--- src/rtl/rx_symbol_phase_search_if.sv ---
// rx_symbol_phase_search_if: sample stream in, per-symbol decisions and lock status out
interface rx_symbol_phase_search_if #(parameter int SPS = 4);
  localparam int PW = $clog2(SPS);
  logic sam_clk_ena;
  logic sym_clk_ena;
  logic signed [17:0] rx_in;
  logic start;
  logic override_en;
  logic [PW-1:0] override_phase;
  logic signed [17:0] decision_out;
  logic decision_valid;
  logic [PW-1:0] best_phase;
  logic locked;
  logic searching;
  modport master (
    output sam_clk_ena, sym_clk_ena, rx_in, start, override_en, override_phase,
    input decision_out, decision_valid, best_phase, locked, searching
  );
  modport slave (
    input sam_clk_ena, sym_clk_ena, rx_in, start, override_en, override_phase,
    output decision_out, decision_valid, best_phase, locked, searching
  );
endinterface

--- src/rtl/rx_symbol_phase_search.sv ---
// rx_symbol_phase_search: picks the sample phase with the largest summed magnitude and emits one decision per symbol
module rx_symbol_phase_search #(
  parameter int SPS = 4,
  parameter int LOG2_NSYM = 10
) (
  input logic sys_clk,
  input logic reset,
  rx_symbol_phase_search_if.slave bus
);
  localparam int PW = $clog2(SPS);
  localparam int AW = 18 + LOG2_NSYM;
  localparam logic [LOG2_NSYM:0] NSYM = (LOG2_NSYM+1)'(1 << LOG2_NSYM);
  localparam logic [PW-1:0] LAST = PW'(SPS - 1);
  typedef enum logic [1:0] {IDLE, SEARCH, COMPARE, TRACK} state_t;
  state_t state, state_nx;
  logic [PW-1:0] phase_cnt, phase_cur, cmp_idx, best_idx, win_idx, active;
  logic [AW-1:0] acc [SPS];
  logic [AW-1:0] best_val;
  logic [LOG2_NSYM:0] sym_cnt;
  logic [17:0] mag;
  logic take, win_done, upd, dec_hit;
  // Phase of the incoming sample: 0 on the symbol strobe, counting up after it.
  // The window starts at the first strobe seen in SEARCH and ends on the strobe
  // that would make NSYM complete symbols; that strobe sample is not summed.
  always_comb begin
    phase_cur = bus.sym_clk_ena ? '0 : phase_cnt + 1'b1;
    mag = !bus.rx_in[17] ? 18'(bus.rx_in) : bus.rx_in[16:0] == '0 ? 18'h1ffff : 18'(-bus.rx_in);
    win_done = state == SEARCH && bus.sam_clk_ena && bus.sym_clk_ena && sym_cnt == NSYM;
    take = state == SEARCH && bus.sam_clk_ena && (bus.sym_clk_ena ? sym_cnt != NSYM : sym_cnt != '0);
    upd = cmp_idx == '0 || acc[cmp_idx] > best_val;
    win_idx = upd ? cmp_idx : best_idx;
    active = bus.override_en ? bus.override_phase : bus.best_phase;
    dec_hit = bus.sam_clk_ena && (bus.override_en || state == TRACK) && phase_cur == active;
    state_nx = bus.start ? SEARCH :
               win_done ? COMPARE :
               state == COMPARE && cmp_idx == LAST ? TRACK : state;
  end
  // State register
  always_ff @(posedge sys_clk)
    if (reset) state <= IDLE;
    else state <= state_nx;
  // Phase counter, window accumulation, phase scan and decision capture
  always_ff @(posedge sys_clk) begin
    if (reset) begin
      phase_cnt <= '0;
      sym_cnt <= '0;
      cmp_idx <= '0;
      best_idx <= '0;
      best_val <= '0;
      for (int i = 0; i < SPS; i++) acc[i] <= '0;
      bus.best_phase <= '0;
      bus.decision_out <= '0;
      bus.decision_valid <= 1'b0;
    end else begin
      if (bus.sam_clk_ena) phase_cnt <= phase_cur;
      if (bus.start) begin
        for (int i = 0; i < SPS; i++) acc[i] <= '0;
        sym_cnt <= '0;
        cmp_idx <= '0;
      end else begin
        if (take) acc[phase_cur] <= acc[phase_cur] + AW'(mag);
        if (take && bus.sym_clk_ena) sym_cnt <= sym_cnt + 1'b1;
        if (state == COMPARE) begin
          cmp_idx <= cmp_idx + 1'b1;
          best_val <= upd ? acc[cmp_idx] : best_val;
          best_idx <= win_idx;
          if (cmp_idx == LAST) bus.best_phase <= win_idx;
        end
      end
      bus.decision_valid <= dec_hit;
      if (dec_hit) bus.decision_out <= bus.rx_in;
    end
  end
  assign bus.locked = state == TRACK;
  assign bus.searching = state == SEARCH || state == COMPARE;
endmodule

--- src/flat_wrapper.sv ---
// flat-port wrapper written by rule: the top's interface ports become plain ports
module rx_symbol_phase_search_flat 
#(
  parameter int SPS = 4,
  parameter int LOG2_NSYM = 10
)
  (sys_clk, reset, bus_sam_clk_ena, bus_sym_clk_ena, bus_rx_in, bus_start, bus_override_en, bus_override_phase, bus_decision_out, bus_decision_valid, bus_best_phase, bus_locked, bus_searching);
  rx_symbol_phase_search_if #(.SPS(SPS)) bus_i ();
  input logic sys_clk;
  input logic reset;
  input wire logic [$bits(bus_i.sam_clk_ena)-1:0] bus_sam_clk_ena;
  input wire logic [$bits(bus_i.sym_clk_ena)-1:0] bus_sym_clk_ena;
  input wire logic [$bits(bus_i.rx_in)-1:0] bus_rx_in;
  input wire logic [$bits(bus_i.start)-1:0] bus_start;
  input wire logic [$bits(bus_i.override_en)-1:0] bus_override_en;
  input wire logic [$bits(bus_i.override_phase)-1:0] bus_override_phase;
  output wire logic [$bits(bus_i.decision_out)-1:0] bus_decision_out;
  output wire logic [$bits(bus_i.decision_valid)-1:0] bus_decision_valid;
  output wire logic [$bits(bus_i.best_phase)-1:0] bus_best_phase;
  output wire logic [$bits(bus_i.locked)-1:0] bus_locked;
  output wire logic [$bits(bus_i.searching)-1:0] bus_searching;
  assign bus_i.sam_clk_ena = bus_sam_clk_ena;
  assign bus_i.sym_clk_ena = bus_sym_clk_ena;
  assign bus_i.rx_in = bus_rx_in;
  assign bus_i.start = bus_start;
  assign bus_i.override_en = bus_override_en;
  assign bus_i.override_phase = bus_override_phase;
  assign bus_decision_out = bus_i.decision_out;
  assign bus_decision_valid = bus_i.decision_valid;
  assign bus_best_phase = bus_i.best_phase;
  assign bus_locked = bus_i.locked;
  assign bus_searching = bus_i.searching;
  rx_symbol_phase_search #(.SPS(SPS), .LOG2_NSYM(LOG2_NSYM)) u_core (.sys_clk(sys_clk), .reset(reset), .bus(bus_i));
endmodule
--- config.mk ---
export PLATFORM = sky130hd
export DESIGN_NAME = rx_symbol_phase_search_flat
export DESIGN_NICKNAME = d
export VERILOG_FILES = /design/src/rtl/rx_symbol_phase_search_if.sv /design/src/rtl/rx_symbol_phase_search.sv /design/src/flat_wrapper.sv
export SDC_FILE = /design/constraint.sdc
export NUM_CORES = 1
export LEC_CHECK = 0
export ABC_AREA = 1
export BUFFER_PORTS_ARGS = -buffer_cell sky130_fd_sc_hd__buf_2
export CORE_MARGIN = 10
export CORE_UTILIZATION = 35
export CTS_BUF_LIST = sky130_fd_sc_hd__clkbuf_16
export CTS_CLUSTER_SIZE = 16
export DETAILED_ROUTE_END_ITERATION = 8
export GPL_TIMING_DRIVEN = 0
export PLACE_DENSITY = 0.58
export SLEW_MARGIN = 30
export SYNTH_ARGS = -nofsm -noshare
export SYNTH_HDL_FRONTEND = slang
export SYNTH_SLANG_ARGS = --single-unit
--- constraint.sdc ---
create_clock -name sys_clk -period 10.5 [get_ports sys_clk]
set_input_delay 1.05 -clock sys_clk [delete_from_list [all_inputs] [get_ports sys_clk]]
set_output_delay 1.05 -clock sys_clk [all_outputs]
set_load 0.01 [all_outputs]
After elaboration in Yosys (flattened, before gate mapping)
Memories as Yosys holds them, arrays and structs flattened. A register that Yosys moved wholly into a read port is not among the register bits.
Cells that the tools add are included.
{"block": "word_totals", "regBits": 68, "mem_bits_rw": 112, "in_bits": 26, "elab_cells": 77, "memories": 1}
{"block": "op_classes", "n_addsub": 5, "magnitude_cmp": 1, "eq_ne": 7, "mux": 27, "bitwise_logic": 5, "n_reduce_logical": 21}
{"name": "u_core.acc", "depth": 4, "word_bits": 28, "read_ports": 2, "rd_ports_with_merged_regs": 1, "write_ports": 4, "line": "rx_symbol_phase_search.sv:17", "text": "logic [AW-1:0] acc [SPS];"}
{"op": "$mux 28", "count": 5}
{"op": "$mux 18", "count": 2}
{"op": "$add 28x18->28", "count": 1}
{"op": "$gt 28x28->1", "count": 1}
{"op": "$reduce_or 28->1", "count": 1}
{"op": "$neg 18->18", "count": 1}
{"op": "$logic_not 17->1", "count": 1}
{"op": "$mux 2", "count": 8}
{"op": "$mux 1", "count": 12}
{"op": "$add 11x1->11 const B", "count": 1}
{"op": "$eq 11x11->1 const B", "count": 1}
{"op": "$ne 11x11->1 const B", "count": 1}
{"op": "$reduce_bool 11->1", "count": 1}
{"op": "$logic_and 1x1->1", "count": 8}
{"op": "$eq 2x2->1 const B", "count": 3}
{"op": "$reduce_and 3->1", "count": 2}
{"op": "$add 2x1->2 const B", "count": 2}
{"op": "$or 1x1->1", "count": 4}
{"op": "$logic_or 1x1->1", "count": 3}
{"op": "$reduce_bool 3->1", "count": 1}
{"op": "$eq 2x1->1 const B", "count": 1}
{"op": "$eq 2x2->1", "count": 1}
{"op": "$logic_not 2->1", "count": 1}
{"op": "$reduce_and 2->1", "count": 1}
{"op": "3 further kinds", "count": 3}

Depth between registers and ports, before layout
Gate-level depths: netlist of the first run.
{"block": "logic_depth", "depth_word": 9, "ltp_mapped": 24}

Worst setup path after synthesis of the first run
Ideal clock, no wire load.
{"block": "synth_path", "kind": "input to register", "from": "input port bus_rx_in[1]", "to": "memory u_core.acc[0][24] (netlist bit), data pin", "arrival_ns": 3.829, "path_slack_ns": 6.405, "stages": 23, "n_path_buf": 1, "path_cell_list": "inv_1 -> ha_1 -> inv_1 -> nor3_2 -> nand3_1 -> nor2_1 -> nand4_1 -> nor2_1 -> nand2_1 -> buf_2 -> nand2_1 -> ha_1 -> fa_1 -> nand3_1 -> and2_1 -> o21ai_1 -> nand3_1 -> nand2_1 -> nand2_1 -> nand2_2 -> nand3_1 -> nand2_2 -> nor2_1"}
{"item": "from (decl)", "line": "flat_wrapper.sv:13", "text": "input wire logic [$bits(bus_i.rx_in)-1:0] bus_rx_in;"}
{"item": "to (decl)", "line": "rx_symbol_phase_search.sv:17"}

==> flow_summary.json, run 1 <==
{
  "vias": 9369,
  "core_um2": 29600,
  "status": "completed",
  "grt_pass1_vias": 9032,
  "postLayoutSetupSlackWorst_ns": 5.78,
  "post_cts_buffers": 0,
  "synth_async_sr_flop_share": 0,
  "wl_per_cell_um": 17.4,
  "grt_max_degree": 21,
  "synth_area_leaders": "edfxtp_1, dfxtp_1, nor2_1",
  "hpwlAfterDp_um": 23400,
  "drive_gt1_frac": 0.106,
  "fin_cells": 1801,
  "die_x_um": 194,
  "clk_pin_slew_worst_paths_ns": 0.07,
  "drtIter0Drc": 694,
  "start_kind": "primary input",
  "timing.rr.end": "u_core.acc[0][24]$_SDFFCE_PN0P_",
  "root_buffer": "clkbuf_16",
  "synth_commonest_cells": "nor2_1, nand2_1, edfxtp_1, inv_1, o21ai_0",
  "reg2reg_depth": 18,
  "nets": 1479,
  "cap_violations": 0,
  "crit_fanout": 10,
  "drt-met1-wl_um": 13600,
  "num_rows": 63,
  "reg2reg_slack_ns": 6.18,
  "initial_core_util": 0.356,
  "slew_headroom": 0.506,
  "final_core_util": 0.404,
  "cp.required_ns": 10.66,
  "fin_tns_setup_ns": 0,
  "syn-instance-count": 1329,
  "port-buffer-count": 46,
  "finClkSkew_ns": 0.0225,
  "drcViolationCount": 0,
  "cp_data_arrival_time_ns": 4.88,
  "die_h_um": 194,
  "fin_crit_sh": 0.450,
  "fillerInstances": 3071,
  "synth_mux_area_frac": 0,
  "holdPathStages": 2,
  "worst_pin_slew_ns": 0.741,
  "crit_type": "primary input to flop",
  "min_to": "u_core.best_val[20]$_SDFFE_PP0P_",
  "p_per_area_nw_per_um2": 146,
  "synth_flop_cell": "edfxtp_1",
  "synth-xor-area-share": 0.0237,
  "synth_edf_count": 112,
  "insertion_delay_ns": 0.45,
  "ys_ff_latch": 182,
  "rsz0062_at_grt": "false",
  "synth_top_area_cell": "edfxtp_1",
  "diodes": 0,
  "cts.sinks": 182,
  "critPathCaptureType": "flop",
  "synthAdderAreaFrac": 0.0660,
  "finalWirelength_um": 31300,
  "post_cts_resized": 0,
  "ir_worst_vdd_uv": 110,
  "seq_area_frac_synth": 0.452,
  "layout_min_cycle_time_ns": 4.72,
  "cts_buffer_depth": 2,
  "dp_cells": 1769,
  "synthSimpleGateAreaFrac": 0.241,
  "cts_max_level": 4,
  "rr_startpoint": "u_core.phase_cnt[0]$_SDFFE_PP0P_",
  "cts_tree": "yes",
  "ys_warn_count": 0,
  "final-setup-viol-count": 0,
  "synth_compound_area_frac": 0.151,
  "wl_met3_um": 1760,
  "yosysMostFrequentCell": "nor2_1",
  "syn_to_final_growth_pct": 13.7,
  "routed.top_layer": "met4",
  "firstDrtPassIters": 5,
  "slew_viol_final": 0,
  "overflow": 0,
  "cts_buffers": 17,
  "syn_nets": 1410,
  "synth.distinct_cells": 49,
  "final_antenna_net_count": 0,
  "via_per_inst": 5.20,
  "syn_area_per_cell_um2": 7.93,
  "ctsHoldBuffers": 0,
  "fmax_ghz": 0.212,
  "synth_top_family_by_area": "simple AND/OR/NAND/NOR gates",
  "min_path_type": "flop to flop",
  "grt_pass1_wl_um": 49000,
  "hold_viol": 0,
  "cellLeakagePower_nw": 4.90,
  "ios": 49,
  "die_area_um2": 37500,
  "place_area_um2": 11400,
  "grt.total_usage": 0.164,
  "antenna_found_initial": 0,
  "dp_slack_ns": 5.34,
  "min-delay-start": "u_core.best_val[20]$_SDFFE_PP0P_",
  "wl_met2_um": 15300,
  "final_area_um2": 12000,
  "netlist_area_um2": 10500,
  "yosysTopAreaCellShare": 0.319,
  "gp_congestion": 0.889
}
[final cells by class]
class / count / area, um^2 / area share
Inverter: 117 / 442 / 0.0369
Buffer: 56 / 251 / 0.0210
Clock inverter: 15 / 176 / 0.0147
Clock buffer: 17 / 425 / 0.0355
Tap cell: 390 / 488 / 0.0407
Sequential cell: 182 / 4760 / 0.398
Multi-Input combinational cell: 974 / 5090 / 0.425
Timing Repair Buffer: 50 / 340 / 0.0284
[metrics by stage]
step                hold WS, ns  total power [mW]
global placement          0.452              1.10
finish                    0.466              1.75
floorplan                 0.444              1.01
CTS                       0.467              1.76
global route              0.489              1.82
detailed placement        0.456              1.11
[how the worst max path moves through the flow]
stage | start | end | slack [ns] | cells past startpoint
after floorplan | bus_rx_in[1] | u_core.acc[0][24]$_SDFFCE_PN0P_ | 6.40 | 23
after global placement | bus_rx_in[1] | u_core.acc[0][24]$_SDFFCE_PN0P_ | 5.39 | 24
after detailed placement | bus_rx_in[1] | u_core.acc[0][24]$_SDFFCE_PN0P_ | 5.34 | 24
after CTS | bus_rx_in[1] | u_core.acc[0][24]$_SDFFCE_PN0P_ | 5.79 | 24
after global routing | bus_rx_in[1] | u_core.acc[0][24]$_SDFFCE_PN0P_ | 5.40 | 24
final | bus_rx_in[1] | u_core.acc[0][24]$_SDFFCE_PN0P_ | 5.78 | 24
[cells by family after synthesis]
| family | Yosys count |
|---|---|
| adders and majority gates | 55 |
| and+or+nand+nor | 607 |
| DFF | 182 |
| AOI/OAI and AO/OA | 286 |
| xor gates and xnor gates | 26 |
| buffers and inverters | 173 |
[flip-flops by register name (all words and copies together), names as in the netlist, named ones only]
name,count
u_core.acc,112
u_core.best_val,28
u_core.bus.decision_out,18
u_core.sym_cnt,11
u_core.best_idx,2
u_core.bus.best_phase,2
u_core.cmp_idx,2
u_core.phase_cnt,2
u_core.state,2
u_core.bus.decision_valid,1
[power breakdown]
part / internal (mW) / switching [mW] / total [mW]
Sequential: 0.781 / 0.0137 / 0.795
Clock: 0.324 / 0.326 / 0.651
Combinational: 0.0964 / 0.208 / 0.305
[cell usage in the layout, fill, tap and decap left out, types with 5 or more instances in the layout]
master,netlist,routed
a21oi_1,90,90
buf_2,12,58
buf_4,5,5
clkbuf_1,35,35
clkbuf_16,0,17
dfxtp_1,70,70
edfxtp_1,112,112
ha_1,54,54
inv_1,110,110
inv_2,6,6
inv_6,0,5
nand2_1,228,224
nand2_2,8,12
nand3_1,50,50
nand4_1,11,11
nor2_1,267,267
nor2_4,6,6
nor3_1,8,8
o21ai_0,107,107
o22ai_1,66,66
o22ai_2,5,5
or2_2,7,7
xnor2_1,13,13
xor2_1,10,10
[layer usage]
metal  track usage  vias to the layer above
li1              -                     4630
met2         0.276                      325
met3        0.0223                       40
met1         0.209                     4374
met5             0                        -
met4        0.0592                        0
[worst max-delay path: stages]
cell,delay [ns]
buf_2,0.11
inv_1,0.11
ha_1,0.16
inv_1,0.05
nor3_2,0.17
nand3_1,0.16
nor2_1,0.23
nand4_1,0.23
nor2_1,0.14
nand2_1,0.16
buf_2,0.23
nand2_1,0.08
ha_1,0.25
fa_1,0.35
nand3_1,0.09
and2_1,0.20
o21ai_1,0.35
nand3_1,0.12
nand2_1,0.14
nand2_1,0.08
nand2_2,0.13
nand3_1,0.10
nand2_2,0.13
nor2_1,0.06
(Power assumes the default switching activity.)
==> run 2: changes to the inputs <==
--- a/config.mk
+++ b/config.mk
@@ -5,7 +5,7 @@
 export SDC_FILE = /design/constraint.sdc
 export NUM_CORES = 1
 export LEC_CHECK = 0
-export ABC_AREA = 1
+export ABC_AREA = 0
 export BUFFER_PORTS_ARGS = -buffer_cell sky130_fd_sc_hd__buf_2
 export CORE_MARGIN = 10
 export CORE_UTILIZATION = 35
@@ -13,7 +13,7 @@
 export CTS_CLUSTER_SIZE = 16
 export DETAILED_ROUTE_END_ITERATION = 8
 export GPL_TIMING_DRIVEN = 0
-export PLACE_DENSITY = 0.58
+export PLACE_DENSITY = 0.6
 export SLEW_MARGIN = 30
 export SYNTH_ARGS = -nofsm -noshare
 export SYNTH_HDL_FRONTEND = slang
==> constraint.sdc (replaced) <==
create_clock -name sys_clk -period 4.05 [get_ports sys_clk]
set_input_delay 0.405 -clock sys_clk [delete_from_list [all_inputs] [get_ports sys_clk]]
set_output_delay 0.405 -clock sys_clk [all_outputs]
set_load 0.01 [all_outputs]
==> flow_summary.json, run 2 <==
{
  "nets": 1195,
  "min_path_type": "primary input to flop",
  "cts_buffer_depth": 2,
  "fin_hold_ws_ns": 0.238,
  "synthAdderAreaFrac": 0.0666,
  "drive_gt1_frac": 0.187,
  "syn-instance-count": 1040,
  "cts_tree": "yes",
  "diodes": 0,
  "slew_viol_final": 0,
  "vias": 8243,
  "dp_cells": 1482,
  "finClkSkew_ns": 0.0170,
  "ios": 49,
  "port-buffer-count": 48,
  "drtIter0Drc": 658,
  "die_area_um2": 37200,
  "insertion_delay_ns": 0.45,
  "crit_type": "primary input to flop",
  "syn_area_per_cell_um2": 10.1,
  "synth_top_family_by_area": "simple AND/OR/NAND/NOR gates",
  "synth_top_area_cell": "edfxtp_1",
  "worst_pin_slew_ns": 0.867,
  "fin_tns_setup_ns": 0,
  "cellLeakagePower_nw": 4.89,
  "seq_area_frac_synth": 0.456,
  "ir_worst_vdd_uv": 295,
  "mostFrequentLayoutCell": "nor2_1",
  "synth_compound_area_frac": 0.106,
  "path_cells": "buf_2 > or3_4 > or3_4 > or3_4 > or3_4 > a21oi_1 > o21ai_1 > ha_1 > nand4_1 > nor2_1 > nand3_1 > a32oi_4 > nand4_1 > xor2_2 > nor2_1",
  "synth_flop_cell": "edfxtp_1",
  "crit_path_start": "bus_rx_in[2]",
  "ys_ff_latch": 182,
  "via_per_inst": 5.43,
  "final-setup-viol-count": 0,
  "ys_warn_count": 0,
  "cpMaxStageDelayCell": "or3_4",
  "cap_violations": 0,
  "synth_async_sr_flop_share": 0,
  "root_buffer": "clkbuf_16",
  "cp_data_arrival_time_ns": 4.13,
  "antenna_found_initial": 0,
  "start_kind": "primary input",
  "largest_registers": "u_core.acc: 112 flops, u_core.best_val: 28 flops, u_core.bus.decision_out: 18 flops",
  "cts_max_level": 4,
  "cts.sinks": 182,
  "rsz0062_at_grt": "true",
  "final_cell_mix": "nor2_1, edfxtp_1, dfxtp_1",
  "grt_max_degree": 20,
  "num_rows": 63,
  "final_area_um2": 12100,
  "final_antenna_net_count": 0,
  "rr_startpoint": "u_core.phase_cnt[1]$_SDFFE_PP0P_",
  "fin_cells": 1517,
  "synth.distinct_cells": 57,
  "synth_mux_area_frac": 0.138,
  "dp_slack_ns": -1.10,
  "yosysMostFrequentCell": "nor2_1",
  "hpwlAfterDp_um": 20900,
  "ctsHoldBuffers": 0,
  "p_total_mw": 4.43,
  "synth_edf_count": 112,
  "p_per_area_nw_per_um2": 365,
  "hold_viol": 0,
  "die_x_um": 193,
  "layout_min_cycle_time_ns": 3.97,
  "critPathCaptureType": "flop",
  "fmax_ghz": 0.252,
  "grt.total_usage": 0.158,
  "grt_pass1_vias": 8012,
  "overflow": 0,
  "synth_commonest_cells": "nor2_1, edfxtp_1, dfxtp_1, mux2i_1, nand2_1",
  "core_um2": 29600,
  "initial_core_util": 0.354,
  "postLayoutSetupSlackWorst_ns": 0.0842,
  "wl_per_cell_um": 19.2,
  "top_register": "u_core.acc",
  "synth_area_leaders": "edfxtp_1, dfxtp_1, nor2_1",
  "min-delay-start": "bus_rx_in[10]",
  "fin_crit_sh": 0.979,
  "cp_common_cell": "or3_4",
  "slowest_delay_ns": 0.41,
  "synth-xor-area-share": 0.0419,
  "die_h_um": 193,
  "largest_reg_flops": 112,
  "firstDrtPassIters": 5,
  "slew_headroom": 0.422,
  "finalWirelength_um": 29200,
  "cp.required_ns": 4.22,
  "syn_to_final_growth_pct": 16.2,
  "final_core_util": 0.411,
  "clk_pin_slew_worst_paths_ns": 0.07,
  "gp_congestion": 0.850,
  "crit_fanout": 5,
  "synthSimpleGateAreaFrac": 0.153,
  "netlist_area_um2": 10500,
  "fillerInstances": 2841,
  "place_area_um2": 11300,
  "yosysTopAreaCellShare": 0.322,
  "status": "completed",
  "cts_buffers": 17,
  "grt_pass1_wl_um": 45500,
  "drcViolationCount": 0,
  "syn_nets": 1121
}
run 2: timing repair:
action | in CTS | in global routing
endpoints found under the hold margin | 0 | 0
setup buffers | 3 | 2
pin swaps | 3 | 6
endpoints found under the setup margin | 124 | 98
gates resized for setup | 32 | 46
run 2: area by class of cell:
| class | instances | area, um^2 | area share |
|---|---|---|---|
| clock buffer | 17 | 425 | 0.0350 |
| clock inverter | 15 | 143 | 0.0117 |
| timing repair buffer | 57 | 388 | 0.0319 |
| inverter | 50 | 188 | 0.0155 |
| buffer | 53 | 269 | 0.0222 |
| multi-input combinational | 753 | 5480 | 0.451 |
| tap | 390 | 488 | 0.0402 |
| sequential | 182 | 4770 | 0.392 |
run 2: cells by family (layout without fill, tap and decap cells):
kind of cell / after synthesis / count (layout)
DFF: 182 / 182
muxes: 107 / 107
and+or+nand+nor: 367 / 367
buffers and inverters: 105 / 192
xor gates and xnor gates: 50 / 50
AOI/OAI and AO/OA: 174 / 174
adders and majority gates: 55 / 55
run 2: critical path: cells and delay by family:
kind / cells / cell delay, ns
compound gates: 3 / 0.62
xor+xnor: 1 / 0.26
fa+ha+maj: 1 / 0.35
buf+inv: 1 / 0.13
simple gates: 9 / 2.37
run 2: final timing paths:
check,depth (start not counted),to,slack (ns)
setup / recovery,15,u_core.acc[1][27]$_SDFFCE_PN0P_,0.08
hold reg to reg,2,u_core.bus.best_phase[1]$_SDFFE_PP0P_,0.48
setup reg to reg,13,u_core.acc[1][27]$_SDFFCE_PN0P_,0.13
hold / removal,3,u_core.bus.decision_out[10]$_SDFFE_PP0P_,0.24
run 2: metal layers:
metal | global-route usage | vias up | wire [um]
li1 | - | 3892 | -
met1 | 0.208 | 4021 | 12700
met2 | 0.261 | 283 | 14000
met3 | 0.0293 | 47 | 1990
met4 | 0.0429 | 0 | 554
met5 | 0 | - | 0
run 2: power breakdown:
group | leakage (nW) | internal [mW] | switching [mW]
Clock | 0.275 | 0.863 | 0.781
Sequential | 1.81 | 2.02 | 0.0334
Combinational | 2.80 | 0.279 | 0.459
Total | 4.89 | 3.16 | 1.27
